### src/rtl/shift_seq_pkg.sv
// Shared encodings and command payload for the shift-operation sequencer.
package shift_seq_pkg;

  localparam int unsigned DATA_W = 8;
  localparam int unsigned ADDR_W = 3;
  localparam int unsigned AMT_W  = 3;
  localparam int unsigned OP_W   = 2;

  typedef enum logic [OP_W-1:0] {
    OP_NOP  = 2'b00,
    OP_LOAD = 2'b01,
    OP_SHL  = 2'b10,
    OP_SHR  = 2'b11
  } op_e;

  typedef enum logic [1:0] {
    ST_IDLE = 2'b00,
    ST_EXEC = 2'b01,
    ST_DONE = 2'b10
  } state_e;

  localparam logic SEL_LEFT   = 1'b0;
  localparam logic SEL_RIGHT  = 1'b1;
  localparam logic SEL2_DIN   = 1'b0;
  localparam logic SEL2_SHIFT = 1'b1;

  typedef struct packed {
    op_e               op;
    logic [ADDR_W-1:0] src;
    logic [ADDR_W-1:0] dst;
    logic [AMT_W-1:0]  amt;
    logic [DATA_W-1:0] data;
  } cmd_t;

endpackage

### src/rtl/shift_op_sequencer_pass_counter.sv
// Remaining-pass counter: loads on accept, decrements once per pass, flags the final pass.
module pass_counter #(
  parameter int unsigned CNT_W = 4
) (
  input  logic             clk,
  input  logic             reset,
  input  logic             load_i,
  input  logic [CNT_W-1:0] load_val_i,
  input  logic             dec_i,
  output logic             last_c
);

  logic [CNT_W-1:0] cnt_q, cnt_d;

  always_comb begin
    cnt_d = cnt_q;
    if (load_i) begin
      cnt_d = load_val_i;
    end else if (dec_i && (cnt_q != '0)) begin
      cnt_d = CNT_W'(cnt_q - CNT_W'(1));
    end
  end

  always_ff @(posedge clk or negedge reset) begin
    if (!reset) begin
      cnt_q <= '0;
    end else begin
      cnt_q <= cnt_d;
    end
  end

  assign last_c = (cnt_q == CNT_W'(1));

endmodule

### src/rtl/shift_op_sequencer.sv
// Command sequencer for the 8x8 shift register file: one command per handshake,
// one read/shift/write-back pass per EXEC cycle, done pulse on completion.
module shift_op_sequencer
  import shift_seq_pkg::*;
#(
  parameter int unsigned CNT_W = 4
) (
  input  logic              clk,
  input  logic              reset,
  input  logic              cmd_valid,
  output logic              cmd_ready,
  input  logic [OP_W-1:0]   cmd_op,
  input  logic [ADDR_W-1:0] cmd_src,
  input  logic [ADDR_W-1:0] cmd_dst,
  input  logic [AMT_W-1:0]  cmd_amt,
  input  logic [CNT_W-1:0]  cmd_count,
  input  logic [DATA_W-1:0] cmd_data,
  input  logic [ADDR_W-1:0] obs_addr,
  output logic              busy,
  output logic              done,
  output logic              wr,
  output logic              sel,
  output logic              sel2,
  output logic [ADDR_W-1:0] rd_addr,
  output logic [ADDR_W-1:0] wr_addr,
  output logic [AMT_W-1:0]  ctrl,
  output logic [DATA_W-1:0] d_in
);

  state_e           state_q, state_d;
  cmd_t             cmd_q, cmd_d;
  logic             first_q, first_d;
  logic             cnt_load, cnt_dec, cnt_last;
  logic [CNT_W-1:0] cnt_load_val;

  // LOAD is always a single pass; a zero count still means one pass.
  assign cnt_load_val = ((cmd_op == OP_LOAD) || (cmd_count == '0)) ? CNT_W'(1) : cmd_count;

  pass_counter #(.CNT_W(CNT_W)) u_pass_counter (
    .clk        (clk),
    .reset      (reset),
    .load_i     (cnt_load),
    .load_val_i (cnt_load_val),
    .dec_i      (cnt_dec),
    .last_c     (cnt_last)
  );

  always_ff @(posedge clk or negedge reset) begin
    if (!reset) begin
      state_q <= ST_IDLE;
      cmd_q   <= '0;
      first_q <= 1'b0;
    end else begin
      state_q <= state_d;
      cmd_q   <= cmd_d;
      first_q <= first_d;
    end
  end

  // Next state and Moore-style control decode from registered state/captured fields.
  always_comb begin
    state_d   = state_q;
    cmd_d     = cmd_q;
    first_d   = first_q;
    cnt_load  = 1'b0;
    cnt_dec   = 1'b0;
    cmd_ready = 1'b0;
    busy      = 1'b0;
    done      = 1'b0;
    wr        = 1'b0;
    sel       = SEL_LEFT;
    sel2      = SEL2_DIN;
    ctrl      = '0;
    wr_addr   = '0;
    d_in      = '0;
    rd_addr   = cmd_q.dst;

    case (state_q)
      ST_IDLE: begin
        cmd_ready = 1'b1;
        rd_addr   = obs_addr;
        if (cmd_valid) begin
          cnt_load = 1'b1;
          first_d  = 1'b1;
          cmd_d    = '{op: op_e'(cmd_op), src: cmd_src, dst: cmd_dst,
                       amt: cmd_amt, data: cmd_data};
          state_d  = (op_e'(cmd_op) == OP_NOP) ? ST_DONE : ST_EXEC;
        end
      end
      ST_EXEC: begin
        busy    = 1'b1;
        wr      = 1'b1;
        wr_addr = cmd_q.dst;
        cnt_dec = 1'b1;
        first_d = 1'b0;
        if (cmd_q.op == OP_LOAD) begin
          sel2 = SEL2_DIN;
          d_in = cmd_q.data;
        end else begin
          sel2    = SEL2_SHIFT;
          sel     = cmd_q.op[0] ? SEL_RIGHT : SEL_LEFT;
          ctrl    = cmd_q.amt;
          // Later passes re-shift the partial result already in dst.
          rd_addr = first_q ? cmd_q.src : cmd_q.dst;
        end
        if (cnt_last) begin
          state_d = ST_DONE;
        end
      end
      ST_DONE: begin
        busy    = 1'b1;
        done    = 1'b1;
        state_d = ST_IDLE;
      end
      default: begin
        state_d = ST_IDLE;
      end
    endcase
  end

endmodule

### config.mk
export PLATFORM = sky130hd
export DESIGN_NAME = shift_op_sequencer
export DESIGN_NICKNAME = d
export VERILOG_FILES = /design/src/rtl/shift_seq_pkg.sv /design/src/rtl/shift_op_sequencer_pass_counter.sv /design/src/rtl/shift_op_sequencer.sv
export SDC_FILE = /design/constraint.sdc
export NUM_CORES = 1
export LEC_CHECK = 0
export BUFFER_PORTS_ARGS = -buffer_cell sky130_fd_sc_hd__buf_2
export CAP_MARGIN = 10
export CORE_MARGIN = 2
export CORE_UTILIZATION = 30
export CTS_CLUSTER_SIZE = 20
export DETAILED_ROUTE_END_ITERATION = 10
export REMOVE_ABC_BUFFERS = 1
export SLEW_MARGIN = 40
export SYNTH_ARGS = -nofsm -noshare
export SYNTH_HDL_FRONTEND = slang
export SYNTH_SLANG_ARGS = --single-unit
### constraint.sdc
create_clock -name clk -period 2.8 [get_ports clk]
set_clock_uncertainty 0.2 [all_clocks]
set_input_delay 0.14 -clock clk [delete_from_list [all_inputs] [get_ports clk]]
set_output_delay 0.14 -clock clk [all_outputs]
set_load 0.02 [all_outputs]
Yosys cells after proc, flatten, opt, wreduce, memory -nomap -nowiden
Cells that the tools add are included.
- flip-flop bits (word level): 26
- output and inout bits: 23
- logic and storage cells: 56
- $add $sub $neg: 1
- equality and inequality tests: 7
- mux-type cells: 28
- reduce and logical (&&, ||, !) cells: 12
- operators by type and width (cell ; count):
    two-way mux 8 bit ; 2
    two-way mux 3 bit ; 5
    two-way mux 1 bit ; 12
    two-way mux 4 bit ; 3
    == test 2 x 1 -> 1 bit, second input constant ; 3
    two-way mux 2 bit ; 3
    one-hot mux 3 bit (2 select lines) ; 1
    AND reduction 2 bit ; 3
    == test 4 x 1 -> 1 bit, second input constant ; 1
    logical NOT 2 bit ; 2
    logical NOT 4 bit ; 1
    != test 2 bit, second input constant ; 2
    one-hot mux 2 bit (2 select lines) ; 1
    nonzero test 2 bit ; 2
    nonzero test 4 bit ; 1
    subtractor 4 x 1 -> 4 bit, second input constant ; 1
    == test 2 bit, second input constant ; 1
    one-hot mux 1 bit (2 select lines) ; 1
    OR reduction 2 bit ; 1
    logical AND 1 bit ; 1
    logical OR 1 bit ; 1

Depth between registers and ports, before layout
Gate-level depths: netlist of run 1.
- word-level depth: 5
- mapped depth: 7
- depth with buffers taken out: 6

Cells and area by module
From an unflattened synthesis of run 1, not the netlist that was laid out.
- cell total of the unflattened synthesis: 133
- area, all modules: 1532.7 µm²
- by module, submodules not included (module ; instances ; cells an instance ; area each (µm²) ; seq. area each (µm²)):
    shift_op_sequencer ; 1 ; 104 ; 1249.9 ; 550.5
    pass_counter ; 1 ; 29 ; 282.8 ; 100.1

Worst setup path before layout of run 1
Ideal clock, no wire load.
- path type: register -> register
- from: register state_q[1]
- to: register u_pass_counter.cnt_q[3]
- library setup time: 0.121 ns
- arrival: 1.714 ns
- required time: 2.479 ns
- path slack: 0.765 ns
- stages on the path, launching flop included: 7
- buffers on the path: 1
- clock period less this slack: 2.035 ns
- cell sequence: dfrtp_1 -> inv_1 -> ha_1 -> buf_4 -> or4b_1 -> a21o_1 -> a22o_1
- longest elaborated chain between the ends: 4
- elaborated cells between the ends (all ways): 7
- RTL lines (element ; RTL line ; RTL):
    start, declared ; shift_op_sequencer.sv:30 ; state_e state_q, state_d;
    start signal, assigned ; shift_op_sequencer.sv:54 ; state_q <= state_d;
    == test 2 x 1 -> 1 bit ; n/a ;
    two-way mux 1 bit ; n/a ;
    named net wr ; shift_op_sequencer.sv:21 ; output logic wr,
    logical AND 1 bit ; shift_op_sequencer_pass_counter.sv:19 ; end else if (dec_i && (cnt_q != '0)) begin
    nonzero test 2 bit (no line) ; n/a ;
    end signal, assigned ; shift_op_sequencer_pass_counter.sv:28 ; cnt_q <= cnt_d;
    end, declared ; shift_op_sequencer_pass_counter.sv:13 ; logic [CNT_W-1:0] cnt_q, cnt_d;
The timed path passes the listed nets, and every way through them passes these cells.
A chain may end at the register's enable or synchronous reset.

Worst setup path after layout of run 1
- from: register state_q[1]
- to: output rd_addr[1]
- longest elaborated chain between the ends: 2
- elaborated cells between the ends (all ways): 3
- RTL lines (element ; RTL line ; RTL):
    == test 2 x 1 -> 1 bit or logical NOT 2 bit (tied branches) ; shift_op_sequencer.sv:78 ; case (state_q)
    one-hot mux 3 bit (2 select lines) (*) ; shift_op_sequencer.sv:78 ;
    end, declared ; shift_op_sequencer.sv:24 ; output logic [ADDR_W-1:0] rd_addr,
Mark *: on every way between the ends. The rest lies on a longest branch, timed or not.

==> flow_metrics.py, run 1 <==
metrics = {
    "worst_setup_path": {
        "cp-start-kind": "flop",
        "max_stage_delay_ns": 0.45,
        "cp-endpoint": "rd_addr[1]",
        "crit_path_cell_trace": "inv_1 -> ha_1 -> and2b_1 -> a31o_2 -> o2bb2a_1 -> buf_2",
        "critical_path_class": "reg2out",
        "required_ns": 2.46,
        "cp.arrival_ns": 2.09,
        "cp-end-kind": "output pin",
        "crit_path_start": "state_q[1]",
        "r2r_end": "u_pass_counter.cnt_q[3]",
        "regToRegStartpoint": "state_q[1]",
        "reg2reg_slack_ns": 0.68,
        "reg2reg_depth": 5,
        "critPathMaxFanout": 16,
        "cp_slowest_cell": "ha_1",
    },
    "logic_synthesis": {
        "synth_compound_area_share_pct": 13.0,
        "synthXorXnorAreaFrac_pct": 0,
        "seq_area_frac_synth_pct": 46.2,
        "synthFlopType": "dfrtp_1",
        "synth_top_family_by_area": "simple AND/OR/NAND/NOR gates",
        "syn_area_um2": 1410,
        "synthAdderAreaFrac_pct": 5.33,
        "yosys.area_share.simple_pct": 17.2,
        "synthMuxAreaShare_pct": 14.4,
        "syn_avg_cell_area_um2": 10.4,
        "ys_types": 25,
        "synth-seq-cells": 26,
        "async_flop_share_pct": 100,
        "synth_edf_count": 0,
        "synth_top_cell_area_share_pct": 46.2,
        "syn_inst": 135,
        "synth_top_cell_by_area": "dfrtp_1",
        "synthTopCellsByArea": "dfrtp_1 46%, mux2_2 14%, and2_1 5.8%, ha_1 5.3%, a21oi_1 3.2%",
        "ys_warn_count": 0,
        "synth_most_common_cell": "dfrtp_1",
        "synth_common_cells": "26 x dfrtp_1, 18 x mux2_2, 13 x and2_1, 12 x nand2_1",
    },
    "finish": {
        "syn_to_final_growth_pct": 43.3,
        "drive_gt1_share_pct": 37.3,
        "fin_cells": 264,
        "nNetsFinal": 248,
        "utilization_pct": 45.4,
        "fill_cells": 446,
        "antenna_cells": 0,
    },
    "floorplan": {
        "dieWidth_um": 72.5,
        "io_pins": 52,
        "die-area_um2": 5260,
        "core_area_um2": 4440,
        "num_rows": 24,
        "die_y_um": 72.5,
        "initial_core_util_pct": 31.7,
    },
    "clock_tree": {
        "numCtsBuffers": 3,
        "cts.sinks": 26,
        "ctsLongestPathBuffers": 2,
        "clk_latency_ns": 0.27,
        "h-tree-depth": 1,
        "cts.reportedPaths.clkPinSlew_ns": 0.09,
        "cts_resized": 0,
        "cts_root_buf": "clkbuf_8",
        "cts_tree": "built",
    },
    "global_routing": {
        "grt_max_degree": 27,
        "grt-ovfl-total": 0,
        "grt_pass1_vias": 1299,
        "grt_pass1_wl_um": 5660,
        "track_usage_pct": 13.5,
        "grt_antenna_before_repair": 0,
    },
    "timing": {
        "setup-tns-final_ns": 0,
        "drv_slew": 0,
        "fin_crit_sh_pct": 86.7,
        "hold_viol": 0,
        "setup_slack_ns": 0.371,
        "setup_violations": 0,
        "finalCriticalPeriod_ns": 2.43,
        "hold_ws_ns": 0.0662,
        "worstMarginPinSlew_ns": 0.582,
        "slew_headroom_pct": 61.2,
        "rsz0062_at_grt": "no",
        "max_freq_mhz": 412,
    },
    "worst_hold_path": {
        "hold_path.class": "in2reg",
    },
    "routing": {
        "vias": 1231,
        "first_pass_iters": 4,
        "vias_per_cell": 4.66,
        "drtIter0Drc": 44,
        "detail_route.wl_per_cell_um": 13.0,
        "route.final.wire_length_um": 3430,
        "drc_errors": 0,
        "ant_nets": 0,
    },
    "run_status": {
        "outcome": "finished, final reports clean",
    },
    "power_and_ir_drop": {
        "power_density_nw_per_um2": 953,
        "cellLeakagePower_nw": 1.02,
        "peakVddDrop_mv": 0.368,
    },
    "placement": {
        "port-buffer-count": 51,
        "placedCellCount": 236,
        "gp_congestion": 0.810,
        "post-dp-hpwl_um": 2390,
        "dp_slack_ns": 0.669,
    },
    "run": {
        "max-cap-violations": 0,
    },
}
-- metrics by stage --
step | area, µm² | power [mW]
2_1_floorplan | 1390 | 1.38
3_3_place_gp | 1720 | 1.66
3_5_place_dp | 1720 | 1.66
4_1_cts | 2020 | 1.94
5_1_grt | 2020 | 2.07
6_report | 2020 | 1.92
-- layer usage --
metal | vias to the layer above | global-route usage [%] | wire length, µm
met5 | - | 0 | 0
met4 | 0 | 2.47 | 0
met3 | 0 | 2.92 | 154
met2 | 31 | 25.0 | 1800
met1 | 584 | 16.3 | 1470
li1 | 616 | - | -
-- state kept, by name (all words and copies together) (netlist names) --
register and cells:
cmd_q 19, first_q 1, state_q 2, u_pass_counter.cnt_q 4
-- kinds of logic (layout without fill, tap and decap cells) --
kind of cell,after synthesis,count (layout)
multiplexers,18,18
AND/OR/NAND/NOR,45,45
flip-flops,26,26
buffers and inverters,13,90
adder cells (fa/ha/maj),6,6
AO/OA/AOI/OAI,27,27
-- area by class of cell --
class | instances | area, µm² | share of cell area, %
clock buffers | 4 | 55.1 | 2.73
inverters | 9 | 33.8 | 1.67
well taps | 52 | 65.1 | 3.23
repair buffers | 77 | 510 | 25.3
flip-flops and latches | 26 | 651 | 32.3
multi-input cells | 96 | 702 | 34.8
-- worst min-delay path by stage --
stage	from	to	slack, ns	cells after the start
5_1_grt	cmd_valid	state_q[1]	0.11	4
2_1_floorplan	reset	cmd_q[0]	-0.36	0
3_5_place_dp	reset	cmd_q[14]	-0.01	1
3_3_place_gp	reset	cmd_q[16]	-0.01	1
6_report	cmd_valid	state_q[1]	0.07	4
4_1_cts	cmd_valid	state_q[1]	0.06	4
-- critical path, delay by kind of cell (launching register included) --
family	cells	cell delay (ns)
buffers and inverters	2	0.26
DFF	1	0.41
and+or+nand+nor	1	0.27
adders and majority gates	1	0.45
AOI/OAI and AO/OA	2	0.43
-- repair_timing --
item                      CTS  global route
buffers inserted            0             0
hold buffers               24             0
hold endpoints to repair   49             0
-- layout by cell type, fill, tap and decap left out --
| master | instances |
|---|---|
| or3b_2 | 1 |
| and2b_1 | 1 |
| buf_2 | 51 |
| o21ai_0 | 6 |
| or3b_1 | 1 |
| and2_1 | 13 |
| o2bb2ai_1 | 1 |
| dfrtp_1 | 26 |
| nor2_1 | 7 |
| a21o_1 | 1 |
| clkbuf_8 | 4 |
| or4b_1 | 1 |
| a31o_2 | 3 |
| and3_1 | 4 |
| a22o_1 | 4 |
| buf_4 | 2 |
| nand2_1 | 12 |
| nor2b_1 | 1 |
| ha_1 | 6 |
| mux2_2 | 18 |
| nand2b_1 | 2 |
| a21oi_1 | 9 |
| inv_1 | 9 |
| dlygate4sd3_1 | 24 |
| nor3_1 | 2 |
| o2bb2a_1 | 3 |
-- power by group --
part | internal, mW | switching [mW] | leakage (nW)
clock network | 0.126 | 0.118 | 0.0288
registers | 0.562 | 0.119 | 0.308
logic | 0.472 | 0.526 | 0.685
Power figures use the tool's default switching activity.
==> run 2, diff against run 1 <==
==> constraint.sdc (replaced) <==
create_clock -name clk -period 3 [get_ports clk]
set_clock_uncertainty 0.2 [all_clocks]
set_input_delay 0.15 -clock clk [delete_from_list [all_inputs] [get_ports clk]]
set_output_delay 0.15 -clock clk [all_outputs]
set_load 0.02 [all_outputs]
==> run 2 against run 1 <==
  * The flow now finishes with violations (negative hold slack)
  * Highest routed layer is now met4
  * Routed wire length up 2.4%
  * Register-to-register slack better by 0.18 ns
  * Worst hold slack worse by 0.073 ns
  * First-iteration DRC count up 20%
  * Clock-buffer cell count down 1
  * Critical path depth unchanged
==> flow_metrics.py, run 2 (synthesis gave the netlist of run 1 again) <==
metrics = {
    "placement": {
        "port-buffer-count": 51,
        "place_area_um2": 1720,
        "gp_congestion": 0.804,
        "post-dp-hpwl_um": 2410,
    },
    "floorplan": {
        "io_pins": 52,
        "core_area_um2": 4440,
        "die_y_um": 72.5,
        "die-area_um2": 5260,
        "num_rows": 24,
        "initial_core_util_pct": 31.7,
        "dieWidth_um": 72.5,
    },
    "worst_setup_path": {
        "cp-start-kind": "flop",
        "regToRegStartpoint": "state_q[1]",
        "critPathMaxFanout": 16,
        "cp.arrival_ns": 2.10,
        "critical_path_class": "reg2out",
        "cp_slowest_cell": "ha_1",
        "crit_path_cell_trace": "inv_1 -> ha_1 -> and2b_1 -> a31o_2 -> o2bb2a_1 -> buf_2",
        "reg2reg_slack_ns": 0.86,
        "max_stage_delay_ns": 0.47,
        "reg2reg_depth": 5,
        "cp-end-kind": "output pin",
        "required_ns": 2.65,
        "r2r_end": "u_pass_counter.cnt_q[3]",
    },
    "timing": {
        "slew_headroom_pct": 59.3,
        "drv_slew": 0,
        "rsz0062_at_grt": "no",
        "fin_crit_sh_pct": 81.8,
        "hold_viol": 1,
        "finalCriticalPeriod_ns": 2.45,
        "worstMarginPinSlew_ns": 0.610,
        "max_freq_mhz": 408,
        "hold_ws_ns": -0.00653,
        "setup-tns-final_ns": 0,
        "setup_violations": 0,
    },
    "clock_tree": {
        "cts_resized": 0,
        "cts_tree": "built",
        "ctsLongestPathBuffers": 2,
        "clk_latency_ns": 0.27,
        "cts.sinks": 26,
        "h-tree-depth": 1,
        "cts_root_buf": "clkbuf_8",
        "numCtsBuffers": 3,
        "cts.reportedPaths.clkPinSlew_ns": 0.09,
    },
    "power_and_ir_drop": {
        "peakVddDrop_mv": 0.320,
        "cellLeakagePower_nw": 1.01,
        "power_density_nw_per_um2": 887,
    },
    "finish": {
        "regMostFlops": "cmd_q",
        "largest_register_ffs": 19,
        "reg.largest.list": "cmd_q (19), u_pass_counter.cnt_q (4), state_q (2)",
        "fill_cells": 457,
        "layout_commonest_cell": "buf_2",
        "nNetsFinal": 247,
        "antenna_cells": 0,
        "fin_area_um2": 1990,
        "final_cell_mix": "51 x buf_2, 26 x dfrtp_1, 23 x dlygate4sd3_1",
        "drive_gt1_share_pct": 37.1,
        "syn_to_final_growth_pct": 41.6,
    },
    "routing": {
        "drc_errors": 0,
        "vias_per_cell": 4.70,
        "route.final.wire_length_um": 3510,
        "ant_nets": 0,
        "first_pass_iters": 4,
        "drtIter0Drc": 53,
        "detail_route.wl_per_cell_um": 13.4,
        "vias": 1232,
    },
    "global_routing": {
        "grt_max_degree": 27,
        "track_usage_pct": 14.4,
        "grt-ovfl-total": 0,
        "grt_pass1_wl_um": 6000,
        "grt_antenna_before_repair": 0,
        "grt_pass1_vias": 1299,
    },
    "worst_hold_path": {
        "min-delay-start": "cmd_count[0]",
        "hold_path.class": "in2reg",
        "worst_hold_path.endpoint": "u_pass_counter.cnt_q[0]",
        "hold_depth": 4,
    },
    "run_status": {
        "outcome": "finished, violations left",
        "violations": "negative hold slack",
    },
    "run": {
        "max-cap-violations": 0,
    },
}
==> run 2: cell count changes in the layout (fill, tap and decap cells not counted) <==
cell           delta
clkbuf_8          -1
dlygate4sd3_1     -1
==> run 2: how the worst max path moves through the flow <==
stage               start    endpoint  depth (start not counted)
4_1_cts        state_q[1]  rd_addr[1]                          6
3_3_place_gp   state_q[1]  rd_addr[1]                          6
2_1_floorplan  state_q[1]  rd_addr[0]                          5
6_report       state_q[1]  rd_addr[1]                          6
3_5_place_dp   state_q[1]     d_in[7]                          6
5_1_grt        state_q[1]     d_in[7]                          6
==> run 2: critical path: cells and delay by family (launching register included) <==
kind,cells,cell delay (ns)
simple gates,1,0.27
compound gates,2,0.42
buf+inv,2,0.28
fa+ha+maj,1,0.47
flops,1,0.40
==> run 2: power breakdown <==
part           leakage, nW  total (mW)  switching (mW)  internal (mW)
clock network       0.0216       0.198           0.108         0.0900
logic                0.681       0.938           0.497          0.441
registers            0.308       0.631           0.107          0.524
==> run 2: timing repair <==
item                                    in CTS  in global routing
hold buffers                                23                  0
endpoints found under the setup margin       0                  0
buffers inserted                             0                  0
hold endpoints to repair                    48                  0
==> run 2: layout make-up <==
| type | instances | area (µm²) | share of cell area, % |
|---|---|---|---|
| flip-flops and latches | 26 | 651 | 32.6 |
| well taps | 52 | 65.1 | 3.26 |
| inverters | 9 | 33.8 | 1.69 |
| multi-input cells | 96 | 702 | 35.2 |
| clock buffers | 3 | 41.3 | 2.07 |
| repair buffers | 76 | 500 | 25.1 |
==> run 2: layer usage <==
layer	vias up	share of wire (%)	global-route usage [%]	routed length, µm
li1	617	-	-	-
met1	586	44	18.6	1540
met2	25	52	24.7	1820
met3	4	3.7	3.19	129
met4	0	0.65	3.09	23
met5	-	0	0	0
==> run 2: stage by stage <==
stage / setup WS, ns / total power [mW] / cells / utilization [%] / hold WS, ns
final: 0.546 / 1.77 / 262 / 44.8 / -0.00653
after global routing: 0.314 / 1.92 / 262 / 44.8 / 0.0301
after CTS: 0.529 / 1.78 / 262 / 44.8 / 0.00753
after detailed placement: 0.840 / 1.56 / 236 / 38.7 / -0.00592
after global placement: 0.885 / 1.55 / 236 / 38.7 / -0.000807
after floorplan: 0.860 / 1.29 / 131 / - / -0.346
